## src/rtl/pacman_input_pkg.sv

```systemverilog
// Shared constants and types for the pacman player-input conditioning stage.
// Joystick bit map, core input-byte positions and coin FSM states.
package pacman_input_pkg;

  localparam int JB_RIGHT  = 0;
  localparam int JB_LEFT   = 1;
  localparam int JB_DOWN   = 2;
  localparam int JB_UP     = 3;
  localparam int JB_START1 = 5;
  localparam int JB_START2 = 6;
  localparam int JB_COIN   = 7;
  localparam int JB_CHEAT  = 8;

  localparam int DIR_RIGHT = 0;
  localparam int DIR_LEFT  = 1;
  localparam int DIR_DOWN  = 2;
  localparam int DIR_UP    = 3;

  localparam int SYS_S1    = 0;
  localparam int SYS_S2    = 1;
  localparam int SYS_COIN  = 2;
  localparam int SYS_CHEAT = 3;

  localparam int IN0_UP    = 0;
  localparam int IN0_LEFT  = 1;
  localparam int IN0_RIGHT = 2;
  localparam int IN0_DOWN  = 3;
  localparam int IN0_CHEAT = 4;
  localparam int IN0_COIN  = 5;

  localparam int IN1_UP     = 0;
  localparam int IN1_LEFT   = 1;
  localparam int IN1_RIGHT  = 2;
  localparam int IN1_DOWN   = 3;
  localparam int IN1_START1 = 5;
  localparam int IN1_START2 = 6;

  typedef enum logic [1:0] {
    IDLE  = 2'd0,
    PULSE = 2'd1,
    GAP   = 2'd2
  } coin_state_t;

  // Highest-priority rising direction: up > down > left > right.
  function automatic logic [3:0] pick_dir(
    input logic [3:0] v
  );
    logic [3:0] r;
    r = 4'b0000;
    if (v[DIR_UP])
      r[DIR_UP] = 1'b1;
    else if (v[DIR_DOWN])
      r[DIR_DOWN] = 1'b1;
    else if (v[DIR_LEFT])
      r[DIR_LEFT] = 1'b1;
    else if (v[DIR_RIGHT])
      r[DIR_RIGHT] = 1'b1;
    return r;
  endfunction

endpackage

```

## src/rtl/four_way_filter.sv

```systemverilog
// 4-way direction arbiter: the most recently pressed held direction wins,
// falling back to the raw held set when that direction is released.
module four_way_filter
  import pacman_input_pkg::*;
(
  input  logic       clk,
  input  logic       reset,
  input  logic       dis,
  input  logic [3:0] q1,
  input  logic [3:0] rise,
  output logic [3:0] dir
);

  logic [3:0] r_mask;
  logic [3:0] w_mask_next;

  always_comb begin
    w_mask_next = r_mask;
    if (rise != 4'b0000)
      w_mask_next = pick_dir(rise);
    if (dis || ((q1 & w_mask_next) == 4'b0000))
      w_mask_next = 4'hF;
  end

  always_ff @(posedge clk) begin
    if (reset) begin
      r_mask <= 4'hF;
      dir    <= 4'h0;
    end else begin
      r_mask <= w_mask_next;
      dir    <= q1 & w_mask_next;
    end
  end

endmodule

```

## src/rtl/pacman_input_cond.sv

```systemverilog
// Conditions hps_io joystick words into the pacman core's active-low in0/in1
// bytes: 4-way arbitration, frame-timed coin pulses and start stretching.
module pacman_input_cond
  import pacman_input_pkg::*;
#(
  parameter int COIN_FRAMES  = 4,
  parameter int GAP_FRAMES   = 4,
  parameter int START_FRAMES = 2,
  parameter int QUEUE_MAX    = 3
) (
  input  logic        clk,
  input  logic        reset,
  input  logic        vblank,
  input  logic        dis_4way,
  input  logic [15:0] joy1,
  input  logic [15:0] joy2,
  output logic [7:0]  in0,
  output logic [7:0]  in1,
  output logic        coin_busy
);

  localparam logic [3:0] C_COIN  = 4'(COIN_FRAMES - 1);
  localparam logic [3:0] C_GAP   = 4'(GAP_FRAMES - 1);
  localparam logic [3:0] C_START = 4'(START_FRAMES);
  localparam logic [2:0] C_QMAX  = 3'(QUEUE_MAX);

  logic [3:0] w_d1_in;
  logic [3:0] w_d2_in;
  logic [3:0] w_sys_in;
  logic       w_unused;

  assign w_d1_in = {joy1[JB_UP], joy1[JB_DOWN],
                    joy1[JB_LEFT], joy1[JB_RIGHT]};
  assign w_d2_in = {joy2[JB_UP], joy2[JB_DOWN],
                    joy2[JB_LEFT], joy2[JB_RIGHT]};
  assign w_sys_in = {joy1[JB_CHEAT]  | joy2[JB_CHEAT],
                     joy1[JB_COIN]   | joy2[JB_COIN],
                     joy1[JB_START2] | joy2[JB_START2],
                     joy1[JB_START1] | joy2[JB_START1]};
  assign w_unused = ^{joy1[15:9], joy1[4], joy2[15:9], joy2[4]};

  logic [3:0] r_d1_q1, r_d1_q2;
  logic [3:0] r_d2_q1, r_d2_q2;
  logic [3:0] r_sys_q1, r_sys_q2;
  logic       r_vblank_q;

  always_ff @(posedge clk) begin
    if (reset) begin
      r_d1_q1    <= 4'h0;
      r_d1_q2    <= 4'h0;
      r_d2_q1    <= 4'h0;
      r_d2_q2    <= 4'h0;
      r_sys_q1   <= 4'h0;
      r_sys_q2   <= 4'h0;
      r_vblank_q <= 1'b0;
    end else begin
      r_d1_q1    <= w_d1_in;
      r_d1_q2    <= r_d1_q1;
      r_d2_q1    <= w_d2_in;
      r_d2_q2    <= r_d2_q1;
      r_sys_q1   <= w_sys_in;
      r_sys_q2   <= r_sys_q1;
      r_vblank_q <= vblank;
    end
  end

  logic [3:0] w_d1_rise;
  logic [3:0] w_d2_rise;
  logic [2:0] w_sys_rise;
  logic       w_tick;

  assign w_d1_rise  = r_d1_q1 & ~r_d1_q2;
  assign w_d2_rise  = r_d2_q1 & ~r_d2_q2;
  assign w_sys_rise = r_sys_q1[2:0] & ~r_sys_q2[2:0];
  assign w_tick     = vblank & ~r_vblank_q;

  logic [3:0] w_dir1;
  logic [3:0] w_dir2;

  four_way_filter u_fw1 (
    .clk   (clk),
    .reset (reset),
    .dis   (dis_4way),
    .q1    (r_d1_q1),
    .rise  (w_d1_rise),
    .dir   (w_dir1)
  );

  four_way_filter u_fw2 (
    .clk   (clk),
    .reset (reset),
    .dis   (dis_4way),
    .q1    (r_d2_q1),
    .rise  (w_d2_rise),
    .dir   (w_dir2)
  );

  coin_state_t r_state, w_state_next;
  logic [3:0]  r_fcnt, w_fcnt_next;
  logic [2:0]  r_pend, w_pend_next;
  logic        w_inc;
  logic        w_dec;

  always_comb begin
    w_state_next = r_state;
    w_fcnt_next  = r_fcnt;
    w_dec        = 1'b0;
    if (w_tick) begin
      unique case (r_state)
        IDLE: begin
          if (r_pend != 3'd0) begin
            w_state_next = PULSE;
            w_fcnt_next  = C_COIN;
            w_dec        = 1'b1;
          end
        end
        PULSE: begin
          if (r_fcnt == 4'd0) begin
            w_state_next = GAP;
            w_fcnt_next  = C_GAP;
          end else begin
            w_fcnt_next = r_fcnt - 4'd1;
          end
        end
        GAP: begin
          if (r_fcnt == 4'd0)
            w_state_next = IDLE;
          else
            w_fcnt_next = r_fcnt - 4'd1;
        end
        default: w_state_next = IDLE;
      endcase
    end
    // A press arriving with the queue full is lost, even if a coin leaves now.
    w_inc       = w_sys_rise[SYS_COIN] && (r_pend != C_QMAX);
    w_pend_next = r_pend + {2'b00, w_inc} - {2'b00, w_dec};
  end

  always_ff @(posedge clk) begin
    if (reset) begin
      r_state <= IDLE;
      r_fcnt  <= 4'd0;
      r_pend  <= 3'd0;
    end else begin
      r_state <= w_state_next;
      r_fcnt  <= w_fcnt_next;
      r_pend  <= w_pend_next;
    end
  end

  logic [3:0] r_scnt [2];
  logic [3:0] w_scnt_next [2];
  logic [1:0] r_st;
  logic [1:0] w_st_next;

  always_comb begin
    for (int i = 0; i < 2; i++) begin
      w_scnt_next[i] = r_scnt[i];
      if (w_sys_rise[i])
        w_scnt_next[i] = C_START;
      else if (w_tick && (r_scnt[i] != 4'd0))
        w_scnt_next[i] = r_scnt[i] - 4'd1;
      w_st_next[i] = r_sys_q1[i] | (w_scnt_next[i] != 4'd0);
    end
  end

  always_ff @(posedge clk) begin
    if (reset) begin
      r_scnt[0] <= 4'd0;
      r_scnt[1] <= 4'd0;
      r_st      <= 2'b00;
    end else begin
      r_scnt[0] <= w_scnt_next[0];
      r_scnt[1] <= w_scnt_next[1];
      r_st      <= w_st_next;
    end
  end

  always_comb begin
    in0            = 8'hFF;
    in0[IN0_UP]    = ~w_dir1[DIR_UP];
    in0[IN0_LEFT]  = ~w_dir1[DIR_LEFT];
    in0[IN0_RIGHT] = ~w_dir1[DIR_RIGHT];
    in0[IN0_DOWN]  = ~w_dir1[DIR_DOWN];
    in0[IN0_CHEAT] = ~r_sys_q2[SYS_CHEAT];
    in0[IN0_COIN]  = ~(r_state == PULSE);
    in1             = 8'hFF;
    in1[IN1_UP]     = ~w_dir2[DIR_UP];
    in1[IN1_LEFT]   = ~w_dir2[DIR_LEFT];
    in1[IN1_RIGHT]  = ~w_dir2[DIR_RIGHT];
    in1[IN1_DOWN]   = ~w_dir2[DIR_DOWN];
    in1[IN1_START1] = ~r_st[SYS_S1];
    in1[IN1_START2] = ~r_st[SYS_S2];
  end

  assign coin_busy = (r_state != IDLE) || (r_pend != 3'd0);

endmodule

```

## config.mk

```make
export PLATFORM = sky130hd
export DESIGN_NAME = pacman_input_cond
export DESIGN_NICKNAME = d
export VERILOG_FILES = /design/src/rtl/pacman_input_pkg.sv /design/src/rtl/four_way_filter.sv /design/src/rtl/pacman_input_cond.sv
export SDC_FILE = /design/constraint.sdc
export NUM_CORES = 1
export LEC_CHECK = 0
export CAP_MARGIN = 10
export CORE_MARGIN = 4
export CORE_UTILIZATION = 51
export DETAILED_ROUTE_END_ITERATION = 6
export PLACE_DENSITY_LB_ADDON = 0.08
export SLEW_MARGIN = 10
export SYNTH_ARGS = -nofsm -noshare
export SYNTH_HDL_FRONTEND = slang
export SYNTH_HIERARCHICAL = 1
export SYNTH_SLANG_ARGS = --single-unit
```

## constraint.sdc

```tcl
create_clock -name clk -period 3 [get_ports clk]
set_input_delay 0.75 -clock clk [delete_from_list [all_inputs] [get_ports clk]]
set_output_delay 0.75 -clock clk [all_outputs]
set_load 0.03 [all_outputs]
```

==> metrics.md <==
| Metric | Value |
|---|---|
| Status | complete, no violations |
| Drt via density | 5.07 |
| Die height | 80.4 microns |
| Register clock-pin slew on the reported worst setup and hold paths | 0.07 ns |
| Cell variety after synth | 43 |
| Sequential element share of the synthesized area | 0.449 |
| TritonCTS buffer count | 9 |
| Hold Path Origin | r_sys_q1[3] |
| Die area | 6460 sq um |
| Dominant cell type by area after synthesis | dfxtp_1 |
| Post-Syn Instances | 298 |
| Count of final max-slew check failures | 0 |
| CP max FO | 4 |
| Bufs and invs on worst path | 3 |
| # DRC | 0 |
| Htree depth | 3 |
| Critical path arrival | 2.04 ns |
| Cell Pwr Density | 748 nW/um^2 |
| DP Area | 3070 sq um |
| Core Util, Final | 0.646 |
| FF-to-FF End | r_pend[2] |
| Drt pass-1 iters | 4 |
| Initial DRC Count | 74 |
| Largest net degree at the start of global routing | 19 |
| Initial antenna violation count | 0 |
| CTS tree | yes |
| Commonest non-fill, non-tap cell in the layout | dfxtp_1 |
| Crit path largest cell delay | 0.62 ns |
| Grt ovf | 0 |
| Wire per inst | 11.4 microns |
| Layout fillers | 441 |
| Die W | 80.4 microns |
| Area Overhead vs Synth | 23.4% |
| Inserted Diodes | 0 |
| Slowest CP cell | clkdlybuf4s50_1 |
| Peak VDD IR | 487 uV |
| Number of synthesized flops with an enable pin | 0 |
| DR vias | 2,098 |
| WHS Path Cells | 1 |
| Post-route ant nets | 0 |
| CTS Buffer Depth | 2 |
| Most frequent CP cell | inv_1 |
| Core Area | 5110 sq um |
| Final WL | 4710 microns |
| FFs w/ async S/R, synth | 0 |
| Slew margin rel. | 0.652 |
| Fin area | 3300 sq um |
| Quantity of I/O buffers inserted on ports | 32 |
| NumNets Final | 387 |
| Worst-margin pin slew | 0.521 ns |
| Syn avg cell area | 8.97 sq um |
| Leakage power | 1.32 nW |
| Row count | 26 |
| Critical R2R Launch | r_state[0] |
| CP top delay family | buffers and inverters |
| R2R cell count | 9 |
| Yosys warns | 6 |
| Worst Setup End Kind | output pin |
| R2R Setup Slk | 1.01 ns |
| CTS Hold Bufs | 0 |
| Synth Flop Type | dfxtp_1 |
| CTS root buffer | clkbuf_8 |
| Max-cap viol count | 0 |
| CP cell instances | inv_1, ha_1, nor4b_4, inv_1, clkdlybuf4s50_1 |
| CP Launch Type | flop |
| Tcrit/Tclk final | 0.930 |
| I/O pin count | 53 |
| Layout cell share with drive strength beyond 1 | 0.0959 |
| Endpoints failing setup | 0 |
| Clk_skew | 0.00682 ns |
| TNS Setup | 0 ns |
| Area share of the largest cell type after synthesis | 0.449 |
| RSZ-0062 raised after global routing | no |
| Number of global-route vias before repair | 1,951 |
| First-pass GRT wire length | 8020 microns |
| Final hold violations | 0 |
| Setup Crit Path Kind | flop to output pin |
| Worst Path Required | 2.25 ns |
| Hold Path Class | flop to flop |
| Worst hold endpoint | r_sys_q2[3] |
| Post-Synthesis Cell Area | 2670 sq um |
| Dpl cells | 398 |
| Dpl hpwl | 3480 microns |
| Top cells by area, synth | dfxtp_1 45%, nor2b_1 8.0%, nor2_1 5.2% |
| Fin cells | 414 |
| Global placement routability congestion | 0.817 |
| Final worst path period need | 2.79 ns |
| Total GRT Usage | 0.160 |
| Clk_lat worst skew | 0.33 ns |
| FF+latch count, synth | 60 |
| Clock Sinks | 60 |
| Max Fclk | 0.358 GHz |
| Most frequent cells in the layout | 60 x dfxtp_1, 37 x nor2_1, 34 x nor2b_1, 32 x inv_1, 32 x clkdlybuf4s50_1 |
| Initial core utilization | 0.524 |
[registers in the layout, indices dropped and copies added, names as in the netlist]
register and count:
u_fw1/r_mask 4, r_st 2, r_sys_q2 4, r_sys_q1 4, r_d1_q1 4, r_scnt 8
u_fw1/dir 4, u_fw2/dir 4, r_d2_q2 4, r_fcnt 4, r_d1_q2 4, r_pend 3
r_d2_q1 4, r_vblank_q 1, u_fw2/r_mask 4, r_state 2
[cell type report]
| type | instances | area [sq um] | share of cell area |
|---|---|---|---|
| Multi-Input combinational cell | 201 | 1330 | 0.402 |
| Tap cell | 70 | 87.6 | 0.0265 |
| Inverter | 32 | 120 | 0.0364 |
| Clock buffer | 13 | 179 | 0.0542 |
| Timing Repair Buffer | 35 | 343 | 0.104 |
| Clock inverter | 3 | 42.5 | 0.0129 |
| Sequential cell | 60 | 1200 | 0.364 |
[kinds of logic after synthesis]
logic type / synth area share
flip-flops: 0.449
adder cells (fa/ha/maj): 0.0590
buffers and inverters: 0.0618
other: 0.00140
AO/OA/AOI/OAI: 0.126
XOR/XNOR: 0.0164
multiplexers: 0.0197
AND/OR/NAND/NOR: 0.266
[worst max path at each step]
stage | slack, ns | cells past startpoint | to | start
after floorplan | 0.65 | 7 | r_pend[1] | vblank
after global routing | 0.12 | 5 | coin_busy | r_state[0]
final | 0.21 | 5 | coin_busy | r_state[0]
after CTS | 0.05 | 5 | coin_busy | r_state[0]
after detailed placement | 0.31 | 8 | r_pend[1] | vblank
after global placement | 0.33 | 8 | r_pend[1] | vblank
[timing repair]
item	CTS	global route
hold endpoints to repair	0	0
setup endpoints to repair	0	1
resized for setup	0	1
buffers inserted	0	0
[cells in the mapped netlist (4+ instances only)]
master    count
nor2b_1      34
o21ai_0       8
a21oi_1      11
inv_1        32
nor2_1       37
a41oi_1       4
ha_1         11
nor3_1        5
nand2_1      17
xnor2_1       5
nor3b_1       4
clkbuf_1      4
dfxtp_1      60
buf_4         4
o21a_1        4
or2_2         5
o211ai_1      4
nand2b_1      9
[report_power, final]
part / switching (mW) / internal, mW / leakage, nW
sequential: 0.0694 / 0.877 / 0.494
combinational: 0.401 / 0.347 / 0.711
clock: 0.303 / 0.473 / 0.112
total: 0.773 / 1.70 / 1.32
[stage by stage]
| stage | worst slack, ns | total power, mW | hold WS (ns) |
|---|---|---|---|
| 2_1_floorplan | 0.654 | 1.50 | 0.414 |
| 3_3_place_gp | 0.326 | 1.68 | 0.422 |
| 3_5_place_dp | 0.307 | 1.69 | 0.429 |
| 4_1_cts | 0.0455 | 2.47 | 0.445 |
| 5_1_grt | 0.115 | 2.63 | 0.477 |
| 6_report | 0.209 | 2.47 | 0.439 |
[worst register-to-register path: stages (launching register included)]
cell and delay, ns:
dfxtp_1 0.38, inv_1 0.10, ha_1 0.22, o311a_2 0.12
ha_1 0.27, inv_1 0.04, ha_1 0.18, fa_1 0.37
xnor2_1 0.16, nor2_1 0.05
[per-layer routing]
layer	vias up	share of wire	track usage
met1	979	0.46	0.179
met2	40	0.47	0.267
met5	-	0	0
li1	1068	-	-
met4	0	0.023	0.101
met3	11	0.040	0.0437
No activity file was read; power rests on OpenSTA's default activity.
